### config.mk
export PLATFORM = sky130hd
export DESIGN_NAME = mult_seq_ctrl
export DESIGN_NICKNAME = d
export VERILOG_FILES = /design/src/rtl/mult_seq_ctrl.sv
export SDC_FILE = /design/constraint.sdc
export NUM_CORES = 1
export LEC_CHECK = 0
export CAP_MARGIN = 20
export CORE_ASPECT_RATIO = 0.7
export CORE_MARGIN = 3
export CORE_UTILIZATION = 50
export CTS_BUF_LIST = sky130_fd_sc_hd__clkbuf_8 sky130_fd_sc_hd__clkbuf_16
export CTS_CLUSTER_DIAMETER = 150
export DETAILED_ROUTE_END_ITERATION = 10
export GPL_TIMING_DRIVEN = 0
export PLACE_DENSITY = 0.83
export SLEW_MARGIN = 20
export SYNTH_ARGS = -nofsm -noshare
export SYNTH_HDL_FRONTEND = slang
export SYNTH_SLANG_ARGS = --single-unit
### constraint.sdc
create_clock -name clk -period 1.61 [get_ports clk]
set_input_delay 0.483 -clock clk [delete_from_list [all_inputs] [get_ports clk]]
set_output_delay 0.483 -clock clk [all_outputs]
set_load 0.1 [all_outputs]
### src/rtl/mult_seq_ctrl.sv
// Sequential shift-and-add multiplier: one multiplier bit per clock, N iterations per op.
// Returns product[N-1:0] with C/V/Z flags matching the combinational multiply.
module mult_seq_ctrl #(
  parameter int unsigned N = 4
) (
  input  logic         clk,
  input  logic         rst,
  input  logic         start,
  input  logic         abort,
  input  logic [N-1:0] a,
  input  logic [N-1:0] b,
  output logic         busy,
  output logic         done,
  output logic [N-1:0] result,
  output logic         flagC,
  output logic         flagV,
  output logic         flagZ
);

  localparam int unsigned CW = (N > 1) ? $clog2(N) : 1;

  typedef enum logic [1:0] {
    IDLE = 2'd0,
    RUN  = 2'd1,
    DONE = 2'd2
  } state_e;

  state_e          state_q, state_d;
  logic [N-1:0]    a_q;
  logic            b_msb_q;
  logic [2*N-1:0]  p_q;
  logic [CW-1:0]   cnt_q;
  logic [N-1:0]    result_q;
  logic            flag_c_q, flag_v_q, flag_z_q;

  logic            accept_c;
  logic            iter_c;
  logic            last_iter_c;
  logic [N:0]      sum_c;
  logic [2*N-1:0]  p_step_c;

  assign accept_c    = (state_q == IDLE) && start && !abort;
  assign iter_c      = (state_q == RUN) && !abort;
  assign last_iter_c = iter_c && (cnt_q == CW'(N - 1));

  // One iteration: conditional add into the upper half, then shift {carry, P} right.
  always_comb begin
    sum_c    = {1'b0, p_q[2*N-1:N]};
    p_step_c = p_q;
    if (p_q[0]) begin
      sum_c = {1'b0, p_q[2*N-1:N]} + {1'b0, a_q};
    end
    p_step_c = {sum_c, p_q[N-1:1]};
  end

  always_ff @(posedge clk or posedge rst) begin
    if (rst) begin
      state_q <= IDLE;
    end else begin
      state_q <= state_d;
    end
  end

  always_comb begin
    state_d = state_q;
    case (state_q)
      IDLE: if (accept_c) state_d = RUN;
      RUN: begin
        if (abort) begin
          state_d = IDLE;
        end else if (last_iter_c) begin
          state_d = DONE;
        end
      end
      DONE:    state_d = IDLE;
      default: state_d = IDLE;
    endcase
  end

  always_comb begin
    busy = 1'b0;
    done = 1'b0;
    case (state_q)
      RUN:     busy = 1'b1;
      DONE:    done = 1'b1;
      default: ;
    endcase
  end

  // Result/flags update only on the final iteration, so partial products never appear.
  always_ff @(posedge clk or posedge rst) begin
    if (rst) begin
      a_q      <= '0;
      b_msb_q  <= 1'b0;
      p_q      <= '0;
      cnt_q    <= '0;
      result_q <= '0;
      flag_c_q <= 1'b0;
      flag_v_q <= 1'b0;
      flag_z_q <= 1'b0;
    end else if (accept_c) begin
      a_q     <= a;
      b_msb_q <= b[N-1];
      p_q     <= {N'(0), b};
      cnt_q   <= '0;
    end else if (iter_c) begin
      p_q   <= p_step_c;
      cnt_q <= cnt_q + CW'(1);
      if (last_iter_c) begin
        result_q <= p_step_c[N-1:0];
        flag_c_q <= p_step_c[N];
        flag_z_q <= (p_step_c[N-1:0] == '0);
        flag_v_q <= (a_q[N-1] & b_msb_q & ~p_step_c[N-1]) |
                    (~a_q[N-1] & ~b_msb_q & p_step_c[N-1]);
      end
    end
  end

  assign result = result_q;
  assign flagC  = flag_c_q;
  assign flagV  = flag_v_q;
  assign flagZ  = flag_z_q;

endmodule
* After elaboration in Yosys (flattened, before gate mapping)
Cells that the tools add are included.
** Operators by class
- $add $sub $neg :: 2
- Equal/unequal tests :: 5
- Mux-type cells :: 11
- Bitwise logic cells :: 9
- Reductions and logical operators :: 10
** Operators by type and width (count)
- $mux W8 :: 2
- $mux W2 :: 5
- $add A4 B4 Y5 :: 1
- $mux W5 :: 1
- $and A1 B1 Y1 :: 4
- $eq A2 B2 Y1 const B :: 2
- $logic_and A1 B1 Y1 :: 4
- $logic_not A4 Y1 :: 1
- $not A1 Y1 :: 4
- $pmux W2 S2 :: 1
- $ne A3 B3 Y1 const B :: 1
- $reduce_and A3 Y1 :: 1
- $add A2 B1 Y2 const B :: 1
- $eq A2 B1 Y1 const B :: 1
- $logic_not A2 Y1 :: 1
- $mux W1 :: 2
- $ne A2 B2 Y1 const B :: 1
- $reduce_and A2 Y1 :: 1
- $reduce_bool A2 Y1 :: 1
- $logic_not A1 Y1 :: 1
- $or A1 B1 Y1 :: 1
** Storage, ports and cells
- Bits in registers :: 24
- Input bits :: 12
- Word-level logic and storage cells :: 46

* Depth between registers and ports, before layout
Gate-level depths: netlist of the first run.
- Depth after elaboration :: 6
- Depth in mapped cells :: 6

* Worst setup path before layout of the first run
Ideal clock, no wire load.
- Path type :: register to register
- From :: register state_q[1]
- To :: register p_q[7]
- Library setup time :: 98 ps
- Arrival time :: 2400 ps
- Path slack :: -887 ps
- Stages on the path, launching flop included :: 4
- Buffers on the path :: 0
- Cell sequence :: dfrtp_1 > nor2b_1 > nand2b_1 > o31ai_1
** Between the ends
- Cells in the longest elaborated chain, start to end :: 4
- Elaborated cells between the ends (all ways) :: 7
- Those cells by class :: eq/ne: 1; mux: 1; reduce/logical: 5
** RTL lines
- from (decl) :: RTL line 28 : state_e state_q, state_d;
- from (signal assigned) :: RTL line 60 : state_q <= state_d;
- $logic_not A2 Y1 :: RTL line 42 : assign accept_c = (state_q == IDLE) && start && !abort;
- $logic_and A1 B1 Y1 (2 in series) :: RTL line 42
- $mux W8 or $reduce_bool A2 Y1 (tied branches)
- to (signal assigned) :: RTL line 104 : p_q <= {N'(0), b};
- to (signal assigned) :: RTL line 107 : p_q <= p_step_c;
- to (decl) :: RTL line 31 : logic [2*N-1:0] p_q;
Several ways; a longest one is shown, not always the timed one.
A chain may end at the register's enable or synchronous reset.

* Worst setup path in the final report of the first run
- From :: register state_q[1]
- To :: output done
** Between the ends
- Cells in the longest elaborated chain, start to end :: 2
** RTL lines
- $eq A2 B2 Y1 :: RTL line 83 : case (state_q)
- $mux W1 :: RTL line 83
- to (decl) :: RTL line 13 : output logic done,
Every way passes these cells.

==> impl_metrics.yaml, run 1 <==
worst_setup_path:
  r2r-end: "p_q[7]"
  reg2reg_depth: 5
  critical_path.max_fanout: 4
  startpoint_type: "register"
  crit_type: "reg -> out"
  worstPathArrival_ns: 1.09
  timing.rr.start: "p_q[4]"
  end_kind: "primary output"
  required_ns: 1.13
  ff2ff_setup_slack_ns: 0.06
sta:
  worst_pin_slew_ns: 0.872
  maxSlewViolCount: 0
  timing.slew.headroom_pct: 41.8
  fin_skew_ns: 0.00535
  rsz0062_at_grt: "yes"
  fin_crit_sh_pct: 97.6
  setup_violations: 0
  max_freq_ghz: 0.637
  period_needed_ns: 1.57
  report.final.hold_viol_count: 0
drt:
  ant_nets: 0
  num_vias: 825
  routed_wl_mm: 2.32
  remaining_drc_errors: 0
  drtIter0Drc: 27
  viasPerCell: 5.39
  wl_per_cell_um: 15.2
  first_pass_iters: 4
global_route:
  grt.total_usage_pct: 19.5
  overflow: 0
  grt_pass1_wl_mm: 4.02
  antenna_found_initial: 0
  first_global_vias: 823
  grt_max_degree: 25
finish:
  final_area_sq_um: 1460
  finalNonFillerCells: 153
  n_antenna_cell: 0
  area_delta_synth_final_pct: 29.4
  utilization_pct: 73.5
  final_nets: 143
  drive_gt1_share_pct: 27.6
synth:
  netlist_instances: 97
  ys_seq_elements: 24
  syn_area_per_cell_sq_um: 11.6
  syn-num-nets: 115
  synth_cell_types: 32
  netlist_area_sq_um: 1130
  ys_warn_count: 0
  ys_seq_area_share_pct: 53.3
die:
  fp.coreArea_sq_um: 1980
  die_height_um: 45.7
  die_w_um: 62.7
  ios: 21
  rows: 13
  dieArea_sq_um: 2870
  start_util_pct: 56.7
clocking:
  cts.sinks: 24
  ctsHtreeMaxLevel: 1
  cts_buffers: 3
  cts_tree: "built"
  clock_latency_ns: 0.26
  clock-root-buffer: "clkbuf_8"
  clockBufferDepth: 2
  cts.clk_slew.worst_paths_ns: 0.08
power:
  power_density_nw_per_um2: 1870
  ir_worst_vdd_v: 0.000951
  total_power_uw: 2720
  power_leakage_uw: 0.000680
placed_design:
  dpl.hpwl_mm: 1.68
  dp.cells: 147
  postPlaceCellArea_sq_um: 1380
  port_buffers: 20
  gp_congestion: 0.815
min_path:
  worstHoldPathType: "reg -> reg"
  hp-start: "result[0]"
  worstHoldEndpoint: "result[0]"
  min_path_cells: 1
run:
  maxCapViolCount: 0
outcome:
  outcome: "finished clean"
==> logic make-up (layout without fill, tap and decap cells) <==
family	after synthesis	after routing	share of synthesized area (%)
buffers and inverters	6	32	2.78
XOR/XNOR	1	1	0.778
flip-flops	24	24	53.3
multiplexers	9	9	8.78
AND/OR/NAND/NOR	29	29	14.2
adder cells (fa/ha/maj)	6	6	7.33
AO/OA/AOI/OAI	22	22	12.8
==> power breakdown <==
part / leakage [uW] / switching (uW) / internal, uW / total, uW
Sequential: 0.000304 / 185 / 815 / 1000
Combinational: 0.000355 / 968 / 413 / 1380
Clock: 0.0000216 / 175 / 167 / 342
Total: 0.000680 / 1330 / 1400 / 2720
==> per-stage QoR <==
stage	setup TNS (ns)	worst slack, ns	hold slack [ns]
floorplan	0	0.0764	0.467
global placement	-12.11	-0.632	0.471
detailed placement	-13.11	-0.641	0.479
CTS	0	0.00418	0.493
global route	-0.0499	-0.0276	0.526
finish	0	0.0393	0.490
==> synthesized netlist by cell type <==
library cell | number | area, sq um
dfrtp_1 | 24 | 601
nand2_1 | 12 | 45.0
mux2_2 | 6 | 67.6
o21ai_0 | 6 | 30.0
ha_1 | 5 | 62.6
a21oi_1 | 4 | 20.0
inv_1 | 4 | 15.0
nor2_1 | 4 | 15.0
nand3_1 | 3 | 15.0
a22o_1 | 2 | 17.5
a22oi_1 | 2 | 15.0
mux2i_1 | 2 | 20.0
nor2b_1 | 2 | 12.5
nor3_1 | 2 | 10.0
o31ai_1 | 2 | 15.0
a21boi_0 | 1 | 7.51
a21o_1 | 1 | 7.51
a221o_1 | 1 | 10.0
a31oi_1 | 1 | 6.26
and2_2 | 1 | 7.51
and3b_1 | 1 | 8.76
buf_2 | 1 | 5.00
buf_6 | 1 | 11.3
fa_1 | 1 | 20.0
mux2_1 | 1 | 11.3
nand2b_1 | 1 | 6.26
nor3b_4 | 1 | 18.8
nor4b_2 | 1 | 15.0
o211ai_1 | 1 | 7.51
o21bai_1 | 1 | 7.51
or3_1 | 1 | 6.26
xnor2_1 | 1 | 8.76
==> flip-flops by register name (all words and copies together), names as in the netlist <==
register,count
flagC,1
a_q,4
flagZ,1
flagV,1
result,4
b_msb_q,1
cnt_q,2
p_q,8
state_q,2
==> critical path: stages (launching register included) <==
cell and delay, ns:
dfrtp_2 0.46, nor2b_4 0.19, buf_12 0.18
==> what timing repair did <==
action | in CTS | in global routing
buffers inserted | 1 | 2
gates resized for setup | 57 | 6
pin swaps | 1 | 0
hold buffers | 0 | 0
endpoints found under the setup margin | 30 | 10
==> metal layers <==
layer	track usage, %	routed length, um
met1	25.4	1110
met2	31.4	1060
met3	5.93	108
met4	7.89	36
met5	0	0
==> how the worst max path moves through the flow <==
stage          cells after the start  startpoint     end
3_5_place_dp                       2  state_q[1]    done
5_1_grt                            5      p_q[4]  p_q[7]
2_1_floorplan                      3  state_q[0]  p_q[7]
4_1_cts                            2  state_q[1]    done
3_3_place_gp                       2  state_q[1]    done
6_report                           2  state_q[1]    done
==> cell type report <==
class,count,area (sq um)
clock buffer,3,41.3
tap,30,37.5
sequential,24,603
timing repair buffer,23,206
buffer,2,22.5
fill,157,527
inverter,4,15.0
multi-input combinational,67,532
==> layout by cell type, fill, tap and decap left out, drive strengths merged <==
cell type and n:
dfrtp 24, fa 1, o31ai 2, nor2b 2
dlygate4sd2 1, or3 1, nor3 2, nand3 3
nand2b 1, and3b 1, xnor2 1, a221o 1
and2 1, mux2i 2, nand2 12, ha 5
a31oi 1, a22o 2, o21ai 6, inv 4
a21o 1, nor4b 1, a21oi 4, a22oi 2
nor3b 1, buf 14, clkbuf 3, nor2 4
clkdlybuf4s50 10, a21boi 1, mux2 7, o211ai 1
o21bai 1
No activity file was read; power rests on OpenSTA's default activity.
==> inputs of run 2 (changes only) <==
--- a/config.mk
+++ b/config.mk
@@ -6,9 +6,11 @@
 export NUM_CORES = 1
 export LEC_CHECK = 0
 export CAP_MARGIN = 20
+export CELL_PAD_IN_SITES_DETAIL_PLACEMENT = 1
+export CELL_PAD_IN_SITES_GLOBAL_PLACEMENT = 2
 export CORE_ASPECT_RATIO = 0.7
 export CORE_MARGIN = 3
-export CORE_UTILIZATION = 50
+export CORE_UTILIZATION = 33
 export CTS_BUF_LIST = sky130_fd_sc_hd__clkbuf_8 sky130_fd_sc_hd__clkbuf_16
 export CTS_CLUSTER_DIAMETER = 150
 export DETAILED_ROUTE_END_ITERATION = 10
==> impl_metrics.yaml, run 2 (synthesis results as in run 1) <==
drt:
  drtIter0Drc: 26
  num_vias: 840
  remaining_drc_errors: 0
  wl_per_cell_um: 14.8
  viasPerCell: 4.83
  routed_wl_mm: 2.57
  ant_nets: 0
  first_pass_iters: 4
clocking:
  cts_buffers: 3
  clock-root-buffer: "clkbuf_8"
  cts_tree: "built"
  ctsHoldBuffers: 0
  ctsHtreeMaxLevel: 1
  cts.clk_slew.worst_paths_ns: 0.09
  clockBufferDepth: 2
  cts.sinks: 24
  clock_latency_ns: 0.27
finish:
  fillers: 352
  final_nets: 146
  largest_reg_flops: 8
  n_antenna_cell: 0
  drive_gt1_share_pct: 28.3
  seq_area_sq_um: 603
  utilization_pct: 47.2
  layout_common_cells: "dfrtp_1, nand2_1, clkdlybuf4s50_1"
  final_common_cell: "dfrtp_1"
  area_delta_synth_final_pct: 34.6
  regMostFlops: "p_q"
  multiInputGateArea_sq_um: 528
power:
  ir_worst_vdd_v: 0.00151
  power_density_nw_per_um2: 1840
  power_leakage_uw: 0.000705
global_route:
  antenna_found_initial: 0
  first_global_vias: 853
  grt.total_usage_pct: 13.6
  grt_max_degree: 25
  grt_pass1_wl_mm: 4.12
  overflow: 0
sta:
  fin_skew_ns: 0.00466
  timing.slew.headroom_pct: 37.0
  fin_hold_ws_ns: 0.511
  worst_pin_slew_ns: 0.944
  period_needed_ns: 1.57
  setup-tns-final_ns: 0
  report.final.hold_viol_count: 0
  setup_violations: 0
  fin_crit_sh_pct: 97.8
  maxSlewViolCount: 0
  rsz0062_at_grt: "yes"
  max_freq_ghz: 0.635
worst_setup_path:
  end_kind: "primary output"
  critical_path.max_fanout: 4
  crit_type: "reg -> out"
  required_ns: 1.13
  worstPathArrival_ns: 1.09
  startpoint_type: "register"
die:
  fp.coreArea_sq_um: 3210
  die_w_um: 75.8
  dieArea_sq_um: 4160
  ios: 21
  start_util_pct: 35.1
  die_height_um: 54.9
  rows: 17
outcome:
  outcome: "finished clean"
run:
  maxCapViolCount: 0
min_path:
  worstHoldPathType: "reg -> reg"
placed_design:
  dpl.hpwl_mm: 1.76
  port_buffers: 20
  gp_congestion: 0.785
## run 2: changes by cell type in the layout (fill, tap and decap cells not counted), sizes merged
cell / delta
buf: +3
clkbuf: +1
## run 2: final timing paths
path                       startpoint         end  slack, ns  cells past startpoint
setup / recovery           state_q[1]        busy       0.04                      2
hold / removal              result[0]   result[0]       0.51                      1
setup reg to reg           state_q[0]      a_q[3]       0.05                      4
hold reg to reg             result[0]   result[0]       0.51                      1
max in group asynchronous         rst  state_q[1]       0.25                      2
min in group asynchronous         rst      a_q[0]       0.73                      2
## run 2: timing repair
item / in CTS / in global routing
endpoints found under the setup margin: 30 / 5
pin swaps: 1 / 0
setup buffers: 3 / 3
resized for setup: 58 / 6
## run 2: stage by stage
| step | power [uW] | area [sq um] | cells | worst slack [ns] |
|---|---|---|---|---|
| 4_1_cts | 2770 | 1470 | 171 | 0.000467 |
| 3_3_place_gp | 2360 | 1400 | 164 | -0.640 |
| 2_1_floorplan | 2040 | 1140 | 97 | 0.0764 |
| 6_report | 2780 | 1520 | 174 | 0.0352 |
| 5_1_grt | 2970 | 1520 | 174 | -0.0165 |
| 3_5_place_dp | 2390 | 1400 | 164 | -0.663 |
## run 2: power breakdown
| part | total, uW | leakage (uW) | internal (uW) | switching [uW] |
|---|---|---|---|---|
| Combinational | 1380 | 0.000373 | 403 | 975 |
| Sequential | 985 | 0.000304 | 814 | 171 |
| Clock | 419 | 0.0000288 | 219 | 200 |
| Total | 2780 | 0.000705 | 1440 | 1350 |
## run 2: worst max-delay path, stage by stage (launching register included)
cell     delay, ns
dfrtp_2       0.47
nor2b_4       0.16
buf_12        0.18
## run 2: metal layers
metal	global-route usage [%]	part of all wire [%]
met5	0	0
met4	1.74	0.27
met3	3.85	3.8
met2	21.7	48
met1	18.9	48
## run 2: area by class of cell
class	instances	share of cell area (%)
plain buffers	2	1.49
clock buffers	4	3.63
inverters	4	0.991
multi-input cells	67	34.8
flip-flops and latches	24	39.8
well taps	47	3.88
repair buffers	26	15.4
==> inputs of run 3 (changes only) <==
--- a/config.mk
+++ b/config.mk
@@ -9,7 +9,6 @@
 export CELL_PAD_IN_SITES_DETAIL_PLACEMENT = 1
 export CELL_PAD_IN_SITES_GLOBAL_PLACEMENT = 2
 export CORE_ASPECT_RATIO = 0.7
-export CORE_MARGIN = 3
 export CORE_UTILIZATION = 33
 export CTS_BUF_LIST = sky130_fd_sc_hd__clkbuf_8 sky130_fd_sc_hd__clkbuf_16
 export CTS_CLUSTER_DIAMETER = 150
==> impl_metrics.yaml, run 3 (synthesis results as in run 1) <==
global_route:
  overflow: 0
  grt_max_degree: 25
  grt_util_met3_pct: 4.73
  met2_usage_pct: 29.1
  top_usage_layer: "met2"
  grt_pass1_wl_mm: 4.55
  first_global_vias: 888
  antenna_found_initial: 0
  use_met1_pct: 21.9
  grt.total_usage_pct: 17.0
placed_design:
  dp.cells: 155
  dpl.hpwl_mm: 1.85
  gp_congestion: 0.735
  port_buffers: 20
  pre_cts_ws_ns: -0.659
clocking:
  clock-root-buffer: "clkbuf_8"
  ctsHtreeMaxLevel: 1
  cts_tree: "built"
  clockBufferDepth: 2
  ctsHoldBuffers: 0
  cts_buffers: 3
  clock_latency_ns: 0.27
  cts.clk_slew.worst_paths_ns: 0.09
  cts.sinks: 24
min_path:
  worstHoldPathType: "reg -> reg"
  worstHoldEndpoint: "result[0]"
  min_path_cells: 1
  hp-start: "result[0]"
sta:
  report.final.hold_viol_count: 0
  setup_violations: 0
  fin_ws_ns: 0.00808
  maxSlewViolCount: 0
  fin_crit_sh_pct: 99.5
  rsz0062_at_grt: "yes"
  period_needed_ns: 1.60
  timing.slew.headroom_pct: 38.4
  worst_pin_slew_ns: 0.922
  fin_skew_ns: 0.00362
  max_freq_ghz: 0.624
power:
  power_density_nw_per_um2: 1930
  internal_power_uw: 1560
  p_comb_share_pct: 47.5
  power_leakage_uw: 0.000718
  power_frac_clock_pct: 18.1
  swShare_pct: 46.9
  ir_worst_vdd_v: 0.000961
  pwr-share-seq_pct: 34.4
  switchingPower_uw: 1370
finish:
  layout_common_cells: "dfrtp_1, nand2_1, clkdlybuf4s50_1"
  largest_reg_flops: 8
  n_antenna_cell: 0
  regMostFlops: "p_q"
  final_nets: 146
  area_delta_synth_final_pct: 34.7
  final_common_cell: "dfrtp_1"
  drive_gt1_share_pct: 29.1
  finalNonFillerCells: 165
drt:
  remaining_drc_errors: 0
  first_pass_iters: 3
  viasPerCell: 5.14
  wl_per_cell_um: 16.5
  routed_wl_mm: 2.72
  num_vias: 848
  ant_nets: 0
  drtIter0Drc: 12
worst_setup_path:
  critical_path.max_fanout: 4
  startpoint_type: "register"
  critPathTopFamily: "flip-flops"
  r2r-end: "p_q[5]"
  crit_type: "reg -> out"
  end_kind: "primary output"
  cpPeakStageDelay_ns: 0.48
  ff2ff_setup_slack_ns: 0.09
  timing.rr.start: "p_q[4]"
  worstPathArrival_ns: 1.12
  critPathBufInv: 1
  slowest_stage: "dfrtp_2"
  reg2reg_depth: 6
  crit_path_cell_trace: "nor2b_4, buf_12"
  required_ns: 1.13
die:
  fp.coreArea_sq_um: 3190
  rows: 17
  ios: 21
  dieArea_sq_um: 3650
  die_height_um: 50.9
  die_w_um: 71.8
  start_util_pct: 35.3
outcome:
  outcome: "finished clean"
run:
  maxCapViolCount: 0
-- run 3: what timing repair did --
action | CTS | global route
hold endpoints to repair | 0 | 0
setup buffers | 2 | 3
setup endpoints to repair | 30 | 12
gates resized for setup | 57 | 7
pin swaps | 1 | 0
gates cloned | 0 | 1
-- run 3: worst register-to-register path, cell delays in order, from the launching register on --
cell	delay, ns
dfrtp_1	0.42
ha_1	0.23
fa_2	0.36
xnor2_1	0.16
nand2_1	0.06
o21ai_0	0.07
o21ai_0	0.10
-- run 3: metal layers --
layer / vias up / routed length, um
met5: - / 0
met4: 0 / 32
met3: 4 / 107
met2: 16 / 1310
met1: 419 / 1270
li1: 409 / -
-- run 3: area by class of cell --
type                    instances  area [sq um]
multi-input cells              67           528
fillers                       348          1670
clock buffers                   3          41.3
plain buffers                   2          22.5
flip-flops and latches         24           603
repair buffers                 26           229
inverters                       4          15.0
well taps                      38          47.5
clock inverters                 1          30.0
-- run 3: worst max-delay path by stage --
stage / slack (ns) / depth (start not counted) / to / startpoint
floorplan: 0.08 / 3 / p_q[7] / state_q[0]
global placement: -0.64 / 2 / done / state_q[1]
detailed placement: -0.66 / 2 / done / state_q[1]
CTS: 0.001 / 2 / busy / state_q[1]
global route: -0.03 / 2 / done / state_q[1]
finish: 0.008 / 2 / done / state_q[1]
-- run 3: power groups by stage --
stage / Clock (uW) / Sequential, uW / Combinational (uW)
finish: 531 / 1010 / 1390
global route: 571 / 1040 / 1490
CTS: 539 / 999 / 1350
detailed placement: 0 / 1010 / 1390
global placement: 0 / 991 / 1370
floorplan: 0 / 1540 / 496
-- run 3: through the flow --
step / util [%] / hold slack [ns] / TNS, ns / area (sq um) / power (uW)
3_3_place_gp: 43.5 / 0.487 / -13.25 / 1390 / 2360
5_1_grt: 47.5 / 0.558 / -0.0527 / 1520 / 3110
6_report: 47.5 / 0.517 / 0 / 1520 / 2930
4_1_cts: 45.9 / 0.522 / 0 / 1470 / 2890
3_5_place_dp: 43.5 / 0.493 / -14.51 / 1390 / 2410
2_1_floorplan: - / 0.467 / 0 / 1140 / 2040
